$ cat src/rtl/dmem_arbiter.sv
// dmem_arbiter: shares one single-port data memory between requester A (CPU)
// and requester B (DMA/debug loader). One access per cycle, round-robin on
// ties, bounded locked bursts, and read data returned registered one cycle
// after the grant.
module dmem_arbiter #(
    parameter int ADDR_W    = 32,
    parameter int DATA_W    = 32,
    parameter int MAX_BURST = 4
) (
    input  logic              clk,
    input  logic              rst,

    input  logic              a_req,
    input  logic              a_we,
    input  logic              a_lock,
    input  logic [ADDR_W-1:0] a_addr,
    input  logic [DATA_W-1:0] a_wdata,
    output logic              a_gnt,
    output logic              a_rvalid,
    output logic [DATA_W-1:0] a_rdata,

    input  logic              b_req,
    input  logic              b_we,
    input  logic              b_lock,
    input  logic [ADDR_W-1:0] b_addr,
    input  logic [DATA_W-1:0] b_wdata,
    output logic              b_gnt,
    output logic              b_rvalid,
    output logic [DATA_W-1:0] b_rdata,

    output logic              mem_read,
    output logic              mem_write,
    output logic [ADDR_W-1:0] mem_addr,
    output logic [DATA_W-1:0] mem_wdata,
    input  logic [DATA_W-1:0] mem_rdata
);

    localparam int CNT_W = (MAX_BURST > 1) ? $clog2(MAX_BURST) : 1;
    localparam logic [CNT_W-1:0] CNT_LAST = CNT_W'(MAX_BURST - 1);

    localparam logic [1:0] OWN_FREE   = 2'd0;
    localparam logic [1:0] OWN_LOCK_A = 2'd1;
    localparam logic [1:0] OWN_LOCK_B = 2'd2;

    localparam logic LAST_A = 1'b0;
    localparam logic LAST_B = 1'b1;

    logic [1:0]        owner_q, owner_d;
    logic              last_gnt_q, last_gnt_d;
    logic [CNT_W-1:0]  burst_cnt_q, burst_cnt_d;
    logic              a_rvalid_q, a_rvalid_d;
    logic              b_rvalid_q, b_rvalid_d;
    logic [DATA_W-1:0] a_rdata_q, a_rdata_d;
    logic [DATA_W-1:0] b_rdata_q, b_rdata_d;
    logic              grant_a, grant_b;

    // Pick the winner: a live lock wins outright, otherwise round-robin on ties;
    // nothing is granted while reset is held.
    always_comb begin
        grant_a = 1'b0;
        grant_b = 1'b0;
        if (rst) begin
            grant_a = 1'b0;
            grant_b = 1'b0;
        end else if (owner_q == OWN_LOCK_A && a_req) begin
            grant_a = 1'b1;
        end else if (owner_q == OWN_LOCK_B && b_req) begin
            grant_b = 1'b1;
        end else if (a_req && b_req) begin
            grant_a = (last_gnt_q == LAST_B);
            grant_b = (last_gnt_q == LAST_A);
        end else begin
            grant_a = a_req;
            grant_b = b_req;
        end
    end

    // Steer the granted requester onto the memory port; idle port drives zeros.
    always_comb begin
        mem_read  = 1'b0;
        mem_write = 1'b0;
        mem_addr  = '0;
        mem_wdata = '0;
        if (grant_a) begin
            mem_read  = ~a_we;
            mem_write = a_we;
            mem_addr  = a_addr;
            mem_wdata = a_wdata;
        end else if (grant_b) begin
            mem_read  = ~b_we;
            mem_write = b_we;
            mem_addr  = b_addr;
            mem_wdata = b_wdata;
        end
    end

    // Next ownership: extend a lock only while the burst is under its limit.
    always_comb begin
        owner_d     = OWN_FREE;
        burst_cnt_d = '0;
        last_gnt_d  = last_gnt_q;
        if (grant_a) begin
            last_gnt_d = LAST_A;
            if (a_lock && burst_cnt_q < CNT_LAST) begin
                owner_d     = OWN_LOCK_A;
                burst_cnt_d = burst_cnt_q + CNT_W'(1);
            end
        end else if (grant_b) begin
            last_gnt_d = LAST_B;
            if (b_lock && burst_cnt_q < CNT_LAST) begin
                owner_d     = OWN_LOCK_B;
                burst_cnt_d = burst_cnt_q + CNT_W'(1);
            end
        end
    end

    // Capture read data for the port whose read was granted; others hold.
    always_comb begin
        a_rvalid_d = grant_a & ~a_we;
        b_rvalid_d = grant_b & ~b_we;
        a_rdata_d  = a_rvalid_d ? mem_rdata : a_rdata_q;
        b_rdata_d  = b_rvalid_d ? mem_rdata : b_rdata_q;
    end

    // State registers; reset frees the lock and gives A the first tie.
    always_ff @(posedge clk or posedge rst) begin
        if (rst) begin
            owner_q     <= OWN_FREE;
            last_gnt_q  <= LAST_B;
            burst_cnt_q <= '0;
            a_rvalid_q  <= 1'b0;
            b_rvalid_q  <= 1'b0;
            a_rdata_q   <= '0;
            b_rdata_q   <= '0;
        end else begin
            owner_q     <= owner_d;
            last_gnt_q  <= last_gnt_d;
            burst_cnt_q <= burst_cnt_d;
            a_rvalid_q  <= a_rvalid_d;
            b_rvalid_q  <= b_rvalid_d;
            a_rdata_q   <= a_rdata_d;
            b_rdata_q   <= b_rdata_d;
        end
    end

    assign a_gnt    = grant_a;
    assign b_gnt    = grant_b;
    assign a_rvalid = a_rvalid_q;
    assign b_rvalid = b_rvalid_q;
    assign a_rdata  = a_rdata_q;
    assign b_rdata  = b_rdata_q;

endmodule

$ cat config.mk
export PLATFORM = sky130hd
export DESIGN_NAME = dmem_arbiter
export DESIGN_NICKNAME = d
export VERILOG_FILES = /design/src/rtl/dmem_arbiter.sv
export SDC_FILE = /design/constraint.sdc
export NUM_CORES = 1
export LEC_CHECK = 0
export BUFFER_PORTS_ARGS = -buffer_cell sky130_fd_sc_hd__buf_2
export CAP_MARGIN = 10
export CORE_AREA = 3 3 117 119
export DETAILED_ROUTE_END_ITERATION = 16
export DIE_AREA = 0 0 120 122
export GPL_TIMING_DRIVEN = 0
export PLACE_DENSITY = 0.67
export SLEW_MARGIN = 20
export SYNTH_ARGS = -nofsm -noshare
export SYNTH_HDL_FRONTEND = slang
export SYNTH_SLANG_ARGS = --single-unit
$ cat constraint.sdc
create_clock -name clk -period 2.96 [get_ports clk]
set_clock_uncertainty 0.05 [all_clocks]
set_input_delay 0.296 -clock clk [delete_from_list [all_inputs] [get_ports clk]]
set_output_delay 0.296 -clock clk [all_outputs]
set_load 0.01 [all_outputs]
-- Yosys cells after proc, flatten, opt, wreduce, memory -nomap -nowiden
Index checks and enable logic that the tools add are counted.
- bitwise operators: 5
- reduce and logical (&&, ||, !) cells: 6
- eq/ne operators: 2
- $add $sub $neg: 1
- $lt $le $gt $ge: 1
- multiplexer cells: 26
- operators by type and width (kind ; number):
    2-to-1 mux 32 bit ; 4
    2-to-1 mux 1 bit ; 15
    2-to-1 mux 2 bit ; 7
    logical AND 1 bit ; 5
    NOT 1 bit ; 3
    adder 2 x 1 -> 2 bit (second input constant) ; 1
    bitwise AND 1 bit ; 2
    == test 2 x 1 -> 1 bit (second input constant) ; 1
    == test 2 bit (second input constant) ; 1
    less-than comparator 2 bit (second input constant) ; 1
    nonzero test 2 bit ; 1
- output and inout port bits: 134
- logic and storage cells: 48
- flip-flop bits (word level): 71
- bits of input ports: 168

-- Depth between registers and ports, before layout
- depth in word-level cells: 7
- gate-level depth with buffers: 5

-- Least setup slack after synthesis
Ideal clock, no wire load.
- path type: register -> output
- start point: reg last_gnt_q
- end point: out mem_addr[0]
- required time: 2.614 ns
- cell stages (with the launch flop): 6
- path buffers: 2
- data arrival time: 1.547 ns
- path slack: 1.067 ns
- cells stage by stage: dfstp_2 -> o21bai_1 -> a31oi_1 -> buf_2 -> buf_2 -> a22o_1
- cells in the longest elaborated chain, start to end: 7
- RTL lines (what ; line ; text):
    start: declaration ; 49 ; logic last_gnt_q, last_gnt_d;
    start signal: assignment ; 137 ; last_gnt_q <= last_gnt_d;
    NOT 1 bit ; 71 ; grant_b = (last_gnt_q == LAST_A);
    2-to-1 mux 1 bit ; 69 ; end else if (a_req && b_req) begin
    2-to-1 mux 1 bit ; 67 ; end else if (owner_q == OWN_LOCK_B && b_req) begin
    2-to-1 mux 1 bit ; 65 ; end else if (owner_q == OWN_LOCK_A && a_req) begin
    2-to-1 mux 1 bit ; 62 ; if (rst) begin
    2-to-1 mux 32 bit ; 89 ; end else if (grant_b) begin
    2-to-1 mux 32 bit * ; 84 ; if (grant_a) begin
    end: declaration ; 33 ; output logic [ADDR_W-1:0] mem_addr,
Every way passes the cells marked *; elsewhere a longest branch is shown, timed or not.

-- Worst setup path after layout
- start point: in rst
- end point: out mem_wdata[13]
- cells in the longest elaborated chain, start to end: 3
- RTL lines (what ; line ; text):
    start: declaration ; 11 ; input logic rst,
    2-to-1 mux 1 bit ; 62 ;
    2-to-1 mux 32 bit ; 89 ;
    2-to-1 mux 32 bit * ; 84 ;
    end: declaration ; 34 ; output logic [DATA_W-1:0] mem_wdata,
Marked as above.

==> summary.md <==
| Metric | Value |
|---|---|
| Status | `complete, no violations` |
| Top cells by count, synth | `dfrtp_1, a22o_1, mux2_2, buf_2` |
| FF-to-FF Start | `last_gnt_q$_DFFE_PP1P_` |
| Post-DRT Antenna Nets | `0` |
| Die Height | `122 um` |
| Critical path data arrival time | `2500 ps` |
| Die span in x | `120 um` |
| EDFF count, synth | `0` |
| Relative slew slack | `53.0%` |
| WP buf/inv | `5` |
| Final WL | `14300 um` |
| Initial antenna violation count | `0` |
| Post-layout minimum cycle time | `2840 ps` |
| Overflow after GRT | `0` |
| # diodes | `0` |
| Hold Fails Final Rpt | `0` |
| FMAX | `0.352 GHz` |
| Reg2Reg Setup Slack | `850 ps` |
| Pin count of the biggest net entering global routing | `61` |
| Post-CTS Repair Setup Buffers | `0` |
| Ys Warns | `0` |
| Most used cell, CP | `buf_2` |
| Hold path depth | `2` |
| Initial DRT Pass Iterations | `4` |
| Critical path capture point type | `output pin` |
| Starting Density | `26.8%` |
| Via density | `4.79` |
| Post-Place Worst Slack | `605 ps` |
| Port bufs | `301` |
| Gpl congestion | `0.896` |
| Worst Hold Class | `input port to flip-flop` |
| Syn Nets | `413` |
| CTS Buf Count | `9` |
| Hold_sp | `mem_rdata[29]` |
| Required @ worst endpoint | `2610 ps` |
| Clock latency on the worst-skew pair | `330 ps` |
| FF-to-FF End | `a_rdata[28]$_DFFE_PP0P_` |
| Ports | `302` |
| Cell Area, Synth | `0.00339 sq mm` |
| First-pass GRT wire length | `20900 um` |
| Drt wl/cell | `19.5 um` |
| Most used DFF post-synth | `dfrtp_1` |
| Most common cell in the netlist | `dfrtp_1` |
| Final setup fails | `0` |
| Crit-path cells | `dlygate4sd3_1, buf_2, nand2b_1, a31oi_1, buf_2, buf_2, a22o_1, buf_2` |
| Max Cap Viol | `0` |
| Initial DRC count | `187` |
| CP max stage delay | `540 ps` |
| Hold path endpoint | `a_rdata[29]$_DFFE_PP0P_` |
| Largest cells by area after synthesis | `dfrtp_1, mux2_2, a22o_1` |
| Cts repair resizes | `0` |
| Post-synth top area share | `51.6%` |
| Slowest stage cell on the critical path | `dlygate4sd3_1` |
| Area Overhead vs Synth | `59.5%` |
| Maximum VDD drop | `0.000388 V` |
| Cell Rows | `41` |
| Clock root buffer | `clkbuf_16` |
| Post-synth top area cell | `dfrtp_1` |
| Core Area | `0.0127 sq mm` |
| Fin area | `0.00541 sq mm` |
| Post-route clock period utilization | `96.1%` |
| Synth Register Bits | `71` |
| HPWL Detailed | `11900 um` |
| Clock buffer depth | `2` |
| Syn_area_per_cell | `13.9 sq um` |
| Final #Nets | `727` |
| Reg2Reg Depth | `4` |
| Worst setup SP type | `input port` |
| CP max FO | `10` |
| Worst-path clk slew | `60 ps` |
| Max-slew violation count | `0` |
| Proportion of layout cells with a drive suffix above 1 | `70.5%` |
| Total track usage | `18.7%` |
| Pleak | `2.91 nW` |
| CTS tree | `done` |
| Die Area | `0.0146 sq mm` |
| # clock sinks | `71` |
| Final WS setup | `116 ps` |
| Number of distinct library cells after synthesis | `22` |
| Sequential-to-total area share from yosys stat | `52.4%` |
| Power density cells | `616 mW/mm^2` |
| Synth Instances | `244` |
| Post-route DRC | `0` |
| Crit path max-delay family | `buffers and inverters` |
| Vias | `3518` |
| WP depth | `8` |
| RSZ-0062 raised after global routing | `false` |
| DP Area | `0.00514 sq mm` |
| Async SR Flop Fraction | `100%` |
| Worst slew pin tran | `705 ps` |
| Vias in the first global route | `3751` |
| Worst Path Class, Setup | `input port to output pin` |
| H-tree levels | `3` |
[sequential cells by signal (all words and copies together), names as in the netlist]
| name | count |
|---|---|
| a_rdata | 32 |
| b_rdata | 32 |
| burst_cnt_q | 2 |
| owner_q | 2 |
| a_rvalid | 1 |
| b_rvalid | 1 |
| last_gnt_q | 1 |
[metal layers]
| metal | global-route usage [%] | routed length, um | vias to the layer above |
|---|---|---|---|
| met5 | 0 | 0 | - |
| met4 | 10.5 | 788 | 0 |
| met3 | 6.41 | 1260 | 34 |
| met2 | 31.5 | 7050 | 191 |
| met1 | 20.6 | 5200 | 1717 |
| li1 | - | - | 1576 |
[logic make-up after synthesis]
logic type,Yosys count,share of synthesized area (%)
compound gates,76,20.4
fa+ha+maj,1,0.369
buf+inv,24,4.28
flops,71,52.4
mux,64,21.2
simple gates,8,1.33
[final cells by class]
type                            instances  area (sq um)
Buffer                                 20           130
Sequential cell                        71          1780
Timing Repair Buffer                  303          1540
Fill cell                            1227          7260
Clock buffer                           11           233
Inverter                                4          17.5
Tap cell                              172           215
Clock inverter                          4          23.8
Multi-Input combinational cell        149          1470
[power by group]
part | switching (mW) | leakage [nW] | internal (mW) | total, mW
clock network | 0.386 | 0.129 | 0.559 | 0.945
logic | 0.523 | 1.93 | 0.539 | 1.06
registers | 0.119 | 0.852 | 1.21 | 1.33
[worst max path at each step]
stage | startpoint | to
2_1_floorplan | rst | a_rdata[0]$_DFFE_PP0P_
5_1_grt | rst | mem_wdata[14]
6_report | rst | mem_wdata[13]
3_5_place_dp | last_gnt_q$_DFFE_PP1P_ | mem_wdata[11]
3_3_place_gp | rst | b_rdata[31]$_DFFE_PP0P_
4_1_cts | rst | mem_wdata[11]
[cell usage in the layout, fill, tap and decap left out, types with 2 or more instances in the layout]
master and instances:
a22o_1 65, a311o_1 2, a311oi_4 2, a31oi_1 2, buf_2 309, buf_6 6, clkbuf_1 8, clkbuf_16 9
clkinv_2 3, dfrtp_1 70, inv_1 3, mux2_1 4, mux2_2 60, nand2b_1 3, nor2_1 2, o21bai_1 2
[through the flow]
stage,utilization (%),TNS (ps),hold slack [ps],total power [mW],instances
floorplan,-,0,361,1.86,244
global placement,40.4,-1320,372,2.38,717
detailed placement,40.6,0,228,2.42,718
CTS,42.7,0,134,3.39,734
global route,42.7,0,147,3.54,734
finish,42.7,0,145,3.33,734
[what timing repair did]
| action | 4_1_cts | 5_1_grt |
|---|---|---|
| endpoints found under the setup margin | 0 | 0 |
| hold buffers | 1 | 0 |
| hold endpoints to repair | 10 | 0 |
Power figures use the tool's default switching activity.
